$ cat config.mk
export PLATFORM = sky130hd
export DESIGN_NAME = uart_rx_fifo_flat
export DESIGN_NICKNAME = d
export VERILOG_FILES = /design/src/rtl/uart_rx_fifo_pkg.sv /design/src/rtl/uart_rx_fifo_if.sv /design/src/rtl/uart_rx_fifo_sync_fifo.sv /design/src/rtl/uart_rx_fifo.sv /design/src/flat_wrapper.sv
export SDC_FILE = /design/constraint.sdc
export NUM_CORES = 1
export LEC_CHECK = 0
export BUFFER_PORTS_ARGS = -buffer_cell sky130_fd_sc_hd__buf_2
export CORE_MARGIN = 5
export CORE_UTILIZATION = 35
export DETAILED_ROUTE_END_ITERATION = 6
export GPL_ROUTABILITY_DRIVEN = 1
export PLACE_DENSITY = 0.52
export SLEW_MARGIN = 20
export SYNTH_ARGS = -nofsm -noshare
export SYNTH_HDL_FRONTEND = slang
export SYNTH_HIERARCHICAL = 1
export SYNTH_SLANG_ARGS = --single-unit
$ cat constraint.sdc
create_clock -name sys_clk -period 5.7 [get_ports sys_clk]
set_clock_uncertainty 0.05 [all_clocks]
set_input_delay 1.14 -clock sys_clk [delete_from_list [all_inputs] [get_ports sys_clk]]
set_output_delay 1.14 -clock sys_clk [all_outputs]
set_load 0.02 [all_outputs]
$ cat src/rtl/uart_rx_fifo_pkg.sv
// Shared constants, FSM state type and helpers for the uart_rx_fifo receiver.
package uart_rx_fifo_pkg;

    localparam int unsigned OsRate   = 16;
    localparam int unsigned DataBits = 8;

    localparam logic [3:0] SampleLo  = 4'd7;
    localparam logic [3:0] SampleMid = 4'd8;
    localparam logic [3:0] SampleHi  = 4'd9;
    localparam logic [3:0] BitEnd    = 4'd15;

    typedef enum logic [2:0] {
        StIdle,
        StStart,
        StData,
        StStop,
        StBrk
    } rx_state_e;

    function automatic logic majority3(input logic a, input logic b, input logic c);
        return (a & b) | (a & c) | (b & c);
    endfunction

endpackage

$ cat src/rtl/uart_rx_fifo_if.sv
// Byte stream plus status pulses from the receiver to a fabric consumer.
interface uart_rx_fifo_if #(
    parameter int unsigned CW = 5
);
    import uart_rx_fifo_pkg::*;

    logic [DataBits-1:0] rx_data;
    logic                rx_valid;
    logic                rx_ready;
    logic                frame_err;
    logic                overrun;
    logic [CW-1:0]       fifo_count;

    modport master (
        output rx_data,
        output rx_valid,
        output frame_err,
        output overrun,
        output fifo_count,
        input  rx_ready
    );

    modport slave (
        input  rx_data,
        input  rx_valid,
        input  frame_err,
        input  overrun,
        input  fifo_count,
        output rx_ready
    );

endinterface

$ cat src/rtl/uart_rx_fifo_sync_fifo.sv
// First-word-fall-through synchronous FIFO; a write into a full FIFO succeeds only
// when a read happens in the same cycle.
module uart_rx_fifo_sync_fifo #(
    parameter int unsigned Width = 8,
    parameter int unsigned Depth = 16,
    localparam int unsigned AW   = $clog2(Depth),
    localparam int unsigned CW   = AW + 1
) (
    input  logic             clk,
    input  logic             rst_n,
    input  logic             wr_en,
    input  logic [Width-1:0] wr_data,
    input  logic             rd_en,
    output logic [Width-1:0] rd_data,
    output logic             full,
    output logic             empty,
    output logic [CW-1:0]    count
);

    logic [Width-1:0] mem_q [Depth];
    logic [AW-1:0]    wr_ptr_q;
    logic [AW-1:0]    rd_ptr_q;
    logic [CW-1:0]    count_q;
    logic             wr_ok;
    logic             rd_ok;

    assign full    = (count_q == CW'(Depth));
    assign empty   = (count_q == '0);
    assign count   = count_q;
    assign rd_data = mem_q[rd_ptr_q];
    assign rd_ok   = rd_en & ~empty;
    assign wr_ok   = wr_en & (~full | rd_ok);

    always_ff @(posedge clk or negedge rst_n) begin
        if (!rst_n) begin
            for (int i = 0; i < int'(Depth); i++) begin
                mem_q[i] <= '0;
            end
            wr_ptr_q <= '0;
            rd_ptr_q <= '0;
            count_q  <= '0;
        end else begin
            if (wr_ok) begin
                mem_q[wr_ptr_q] <= wr_data;
                wr_ptr_q        <= wr_ptr_q + AW'(1);
            end
            if (rd_ok) begin
                rd_ptr_q <= rd_ptr_q + AW'(1);
            end
            case ({wr_ok, rd_ok})
                2'b10:   count_q <= count_q + CW'(1);
                2'b01:   count_q <= count_q - CW'(1);
                default: count_q <= count_q;
            endcase
        end
    end

endmodule

$ cat src/rtl/uart_rx_fifo.sv
// 8N1 UART receiver with 16x oversampling and 3-sample majority vote, feeding a
// first-word-fall-through byte FIFO.
module uart_rx_fifo
    import uart_rx_fifo_pkg::*;
#(
    parameter int unsigned CLK_HZ     = 100_000_000,
    parameter int unsigned BAUD       = 115200,
    parameter int unsigned FIFO_DEPTH = 16
) (
    input  logic             sys_clk,
    input  logic             sys_rstn,
    input  logic             rx,
    uart_rx_fifo_if.master   bus
);

    localparam int unsigned DIV = (CLK_HZ + (OsRate * BAUD) / 2) / (OsRate * BAUD);
    localparam int unsigned CW  = $clog2(FIFO_DEPTH) + 1;
    localparam int unsigned TW  = (DIV > 1) ? $clog2(DIV) : 1;
    localparam logic [TW-1:0] TickMax = TW'(DIV - 1);

    logic                rx_meta;
    logic                rxs;
    logic [TW-1:0]       tcnt_q;
    logic                os_tick;
    rx_state_e           state_q;
    logic [3:0]          scnt_q;
    logic [2:0]          bit_idx_q;
    logic [DataBits-1:0] shift_q;
    logic [2:0]          samp_q;
    logic                frame_err_q;
    logic                maj_now;
    logic                maj_reg;
    logic                push;
    logic                pop;
    logic                full;
    logic                empty;
    logic [CW-1:0]       count;

    always_ff @(posedge sys_clk or negedge sys_rstn) begin
        if (!sys_rstn) begin
            rx_meta <= 1'b1;
            rxs     <= 1'b1;
        end else begin
            rx_meta <= rx;
            rxs     <= rx_meta;
        end
    end

    // Restarting the divider on the start edge keeps sample points centred in each bit.
    always_ff @(posedge sys_clk or negedge sys_rstn) begin
        if (!sys_rstn) begin
            tcnt_q <= '0;
        end else if ((state_q == StIdle && !rxs) || os_tick) begin
            tcnt_q <= '0;
        end else begin
            tcnt_q <= tcnt_q + TW'(1);
        end
    end

    assign os_tick = (tcnt_q == TickMax);
    assign maj_now = majority3(samp_q[0], samp_q[1], rxs);
    assign maj_reg = majority3(samp_q[0], samp_q[1], samp_q[2]);

    always_ff @(posedge sys_clk or negedge sys_rstn) begin
        if (!sys_rstn) begin
            state_q     <= StIdle;
            scnt_q      <= '0;
            bit_idx_q   <= '0;
            shift_q     <= '0;
            samp_q      <= '0;
            frame_err_q <= 1'b0;
        end else begin
            frame_err_q <= 1'b0;
            if (os_tick && state_q != StIdle && state_q != StBrk) begin
                scnt_q <= scnt_q + 4'd1;
                if (scnt_q == SampleLo)  samp_q[0] <= rxs;
                if (scnt_q == SampleMid) samp_q[1] <= rxs;
                if (scnt_q == SampleHi)  samp_q[2] <= rxs;
            end
            case (state_q)
                StIdle: begin
                    if (!rxs) begin
                        state_q <= StStart;
                        scnt_q  <= '0;
                    end
                end
                StStart: begin
                    if (os_tick && scnt_q == SampleHi && maj_now) begin
                        state_q <= StIdle;
                    end else if (os_tick && scnt_q == BitEnd) begin
                        state_q   <= StData;
                        bit_idx_q <= '0;
                    end
                end
                StData: begin
                    if (os_tick && scnt_q == BitEnd) begin
                        shift_q <= {maj_reg, shift_q[DataBits-1:1]};
                        if (bit_idx_q == 3'(DataBits - 1)) begin
                            state_q <= StStop;
                        end else begin
                            bit_idx_q <= bit_idx_q + 3'd1;
                        end
                    end
                end
                StStop: begin
                    // Exit mid stop bit so an early next start edge is not missed.
                    if (os_tick && scnt_q == SampleHi) begin
                        if (maj_now) begin
                            state_q <= StIdle;
                        end else begin
                            frame_err_q <= 1'b1;
                            state_q     <= StBrk;
                        end
                    end
                end
                StBrk: begin
                    if (rxs) state_q <= StIdle;
                end
                default: state_q <= StIdle;
            endcase
        end
    end

    assign push = (state_q == StStop) && os_tick && (scnt_q == SampleHi) && maj_now;
    assign pop  = ~empty & bus.rx_ready;

    uart_rx_fifo_sync_fifo #(
        .Width (DataBits),
        .Depth (FIFO_DEPTH)
    ) u_fifo (
        .clk     (sys_clk),
        .rst_n   (sys_rstn),
        .wr_en   (push),
        .wr_data (shift_q),
        .rd_en   (pop),
        .rd_data (bus.rx_data),
        .full    (full),
        .empty   (empty),
        .count   (count)
    );

    assign bus.rx_valid   = ~empty;
    assign bus.fifo_count = count;
    assign bus.frame_err  = frame_err_q;
    assign bus.overrun    = push & full & ~pop;

endmodule

$ cat src/flat_wrapper.sv
// flat-port wrapper written by rule: the top's interface ports become plain ports
module uart_rx_fifo_flat import uart_rx_fifo_pkg::*;
#(
    parameter int unsigned CLK_HZ     = 100_000_000,
    parameter int unsigned BAUD       = 115200,
    parameter int unsigned FIFO_DEPTH = 16
)
  (sys_clk, sys_rstn, rx, bus_rx_data, bus_rx_valid, bus_frame_err, bus_overrun, bus_fifo_count, bus_rx_ready);
  uart_rx_fifo_if #(.CW(5)) bus_i ();
  input  logic sys_clk;
  input  logic sys_rstn;
  input  logic rx;
  output wire logic [$bits(bus_i.rx_data)-1:0] bus_rx_data;
  output wire logic [$bits(bus_i.rx_valid)-1:0] bus_rx_valid;
  output wire logic [$bits(bus_i.frame_err)-1:0] bus_frame_err;
  output wire logic [$bits(bus_i.overrun)-1:0] bus_overrun;
  output wire logic [$bits(bus_i.fifo_count)-1:0] bus_fifo_count;
  input wire logic [$bits(bus_i.rx_ready)-1:0] bus_rx_ready;
  assign bus_rx_data = bus_i.rx_data;
  assign bus_rx_valid = bus_i.rx_valid;
  assign bus_frame_err = bus_i.frame_err;
  assign bus_overrun = bus_i.overrun;
  assign bus_fifo_count = bus_i.fifo_count;
  assign bus_i.rx_ready = bus_rx_ready;
  uart_rx_fifo #(.CLK_HZ(CLK_HZ), .BAUD(BAUD), .FIFO_DEPTH(FIFO_DEPTH)) u_core (.sys_clk(sys_clk), .sys_rstn(sys_rstn), .rx(rx), .bus(bus_i));
endmodule
==> impl_results.md <==
- Status: completed
- Drt wl/cell: just over 20 µm
- Clk_lat worst skew: 0.43 ns
- Core area: 24100 µm²
- Die X: 166 µm
- Crit Path Class: reg -> reg
- Max stage delay on crit path: 0.88 ns
- Max-slew violations: 0
- Largest net degree at the start of global routing: about 110
- Met1 Track Usage GR: 0.195
- TritonRoute pass-1 iters: 4
- Reg2Reg Depth: 12
- # hold bufs at CTS: 0
- Place WS: 1.08 ns
- # diodes: 0
- FF-to-FF End: u_core/u_fifo/count[4]
- Vias: 4717
- Share of post-route cells with drive strength above 1: 0.439
- Met2 Track Usage GR: 0.227
- Initial DRC count: 267
- Crit path cell chain: or4_4 > nor2_1 > nor2b_1 > nor3_4 > or2b_2 > ha_1 > inv_1 > fa_1 > nor2b_1 > o21a_1 > mux2_2 > o311ai_0
- # port buffers: 19
- Fin nets: between 600 and 700
- Resized Gates After CTS: 0
- Crit. End Element: flop
- Cell Int Power: 2.11 mW
- Fmax: 220 MHz
- CP bufs+invs: 1
- EDFF count, synth: 0
- Final wirelength: approximately 19000 µm
- FP Rows: between 50 and 60
- Cells after synthesis: 568
- Hold slack: 0.311 ns
- Lkg Pwr: ~4.3 nW
- Clk buf depth: 2
- Detail Route Antenna Nets: 0
- Initial Util: 0.352
- Delay-heaviest family, CP: simple AND/OR/NAND/NOR gates
- Critical Path Fanout Max: 14
- Ys Warns: 6
- Global route overflow: 0
- Switching power of the nets: 0.875 mW
- Critical Path Source Type: flop
- Post-synthesis sequential area ratio: 0.505
- CP Depth: 12
- Unrepaired setup endpoints after global routing: false
- Global-route wire length before repair: 30400 µm
- DIE AREA: 27400 µm²
- Tmin final: 4.54 ns
- Critical Path AT: 4.80 ns
- Top Ports: 20
- Hold Fails Final Rpt: 0
- Clock share of power: 0.375
- H-tree depth: 4
- DIE HEIGHT: between 150 and 200 µm
- Critical path's slowest cell: nor3_4
- Final setup fails: 0
- Synthesized Nets: 589
- Post-synth top flop: dfrtp_1
- Final Worst Setup Slack: 1.16 ns
- Async S/R FF share, synth: 1.00
- Final setup TNS: 0 ns
- Post-synthesis cell area: ~8500 µm²
- Fin crit share: 0.797
- Flops & latches, synth: 171
- Detail Placement HPWL: 12100 µm
- CP most frequent cell: nor2b_1
- Relative max-transition margin: 0.246
- Register share of total power: 0.456
- Most Used Layer, Global Route: met2
- Sw frac: 0.293
- Reg2reg setup slack: 1.16 ns
- Data required, critical path: 5.96 ns
- Combinational share of power: 0.169
- Critical path origin: u_core/u_fifo/count[1]
- Worst r2r src: u_core/u_fifo/count[1]
- Max-Cap Viols: 0
- HP Class: reg -> reg
- Post-DR vias/cell: 5.15
- DRC: 0
- CP endpoint: u_core/u_fifo/count[4]
- Avg Inst Size Synth: 14.9 µm²
- Met3 usage: 0.0288
- Clock sink total: 171
- Yosys cell types: 67
- Initial antenna violation count: 0
- PwrDens: 316 nW/µm²
- TritonCTS buffer count: 17
- Worst Max-Slew Pin Slew: 1.13 ns
- Total setup buffers inserted after CTS: 0
- Vias in the first global route: 5143
- CTS tree: yes
- Root Buffer: clkbuf_16
- Final GP Congestion: 0.730
- FILL cells: 2293
- CTS clk-pin slew, worst paths: around 0.060 ns
- Area added between synthesis and finish: 11.4%
- All-Layer GR Usage: 0.141
- Worst vdd ir: 270 µV
-- Yosys cell counts, drive strengths merged, types with 2 or more instances --
cell	number	area, µm²
a21o	2	16.3
a21oi	5	25.0
a22o	2	17.5
a22oi	16	120
and3	2	12.5
and3b	2	17.5
buf	9	72.6
clkbuf	21	78.8
dfrtp	169	4230
dfstp	2	52.6
ha	16	200
inv	12	45.0
maj3	2	20.0
mux2	144	1860
mux2i	2	20.0
mux4	32	721
nand2	22	82.6
nand2b	3	18.8
nand3	3	15.0
nand4	4	31.3
nand4b	2	17.5
nor2	23	93.8
nor2b	5	31.3
nor3	15	198
nor3b	3	22.5
nor4	5	65.1
o21a	2	15.0
o21ai	5	25.0
o311ai	2	35.0
or2b	2	16.3
or3b	2	20.0
or4	3	26.3
xnor2	8	70.1
xor2	6	52.6
-- cells by family (layout without fill, tap and decap cells) --
logic type	Yosys count	count (layout)	share of synthesized area
DFF	171	171	0.505
muxes	178	178	0.307
buffers and inverters	42	66	0.0232
and+or+nand+nor	101	101	0.0831
xor gates and xnor gates	14	14	0.0145
AOI/OAI and AO/OA	43	43	0.0385
adders and majority gates	19	19	0.0283
-- flip-flops by register name (all words and copies together) (netlist names) --
signal and cells:
u_core/bit_idx_q 3, u_core/bus.frame_err 1, u_core/rx_meta 1, u_core/rxs 1, u_core/samp_q 3, u_core/scnt_q 4
u_core/shift_q 8, u_core/state_q 3, u_core/tcnt_q 6, u_core/u_fifo/count 5, u_core/u_fifo/mem_q 128, u_core/u_fifo/rd_ptr_q 4
u_core/u_fifo/wr_ptr_q 4
-- per-stage QoR --
stage / std cells / utilization / cell area [µm²] / total power [mW]
after floorplan: 568 / - / 8470 / 1.72
after global placement: 888 / 0.369 / 8880 / 1.88
after detailed placement: 888 / 0.369 / 8880 / 1.90
after CTS: 916 / 0.391 / 9440 / 3.03
after global routing: 916 / 0.392 / 9440 / 3.13
final: 916 / 0.392 / 9440 / 2.98
-- cells in the final DEF, fill, tap and decap left out, types with 4 or more instances in the layout --
master	n
nand2_1	22
nor3_4	10
clkinv_2	4
mux4_2	32
ha_1	16
o21ai_0	4
mux2_4	64
clkbuf_16	17
dfrtp_1	168
xor2_1	6
mux2_2	79
buf_4	7
inv_1	12
buf_2	18
a21oi_1	5
nor2b_1	5
nor2_1	20
xnor2_1	8
a22oi_1	16
-- worst min path at each step --
stage | start | to | slack, ns | cells past startpoint
floorplan | u_core/rx_meta | u_core/rxs | 0.30 | 0
global placement | u_core/rx_meta | u_core/rxs | 0.30 | 0
detailed placement | u_core/rx_meta | u_core/rxs | 0.30 | 0
CTS | u_core/rx_meta | u_core/rxs | 0.31 | 0
global route | u_core/rx_meta | u_core/rxs | 0.31 | 0
finish | u_core/rx_meta | u_core/rxs | 0.31 | 0
-- power groups by stage --
stage	Combinational, mW	Sequential [mW]	Clock (mW)
floorplan	0.396	1.32	0
global placement	0.497	1.38	0
detailed placement	0.513	1.39	0
CTS	0.515	1.37	1.15
global route	0.548	1.38	1.21
finish	0.504	1.36	1.12
-- cell type report --
class	count	area (µm²)	share of cell area
multi-input combinational	355	4000	0.423
tap	324	405	0.0429
inverter	12	45.0	0.00477
sequential	171	4280	0.454
timing repair buffer	26	156	0.0166
clock buffer	20	457	0.0484
clock inverter	8	96.3	0.0102
-- worst register-to-register path, cell delays in order (launching register included) --
cell	delay, ns
dfrtp_1	0.42
or4_4	0.62
nor2_1	0.15
nor2b_1	0.14
nor3_4	0.88
or2b_2	0.28
ha_1	0.32
inv_1	0.13
fa_1	0.41
nor2b_1	0.17
o21a_1	0.19
mux2_2	0.35
o311ai_0	0.32
-- routing by layer --
| layer | wire, µm | share of wire |
|---|---|---|
| met2 | 9270 | 0.49 |
| met5 | 0 | 0 |
| met1 | 8820 | 0.47 |
| met3 | 465 | 0.025 |
| met4 | 246 | 0.013 |
Note: power is estimated with default switching activity, not from simulation.
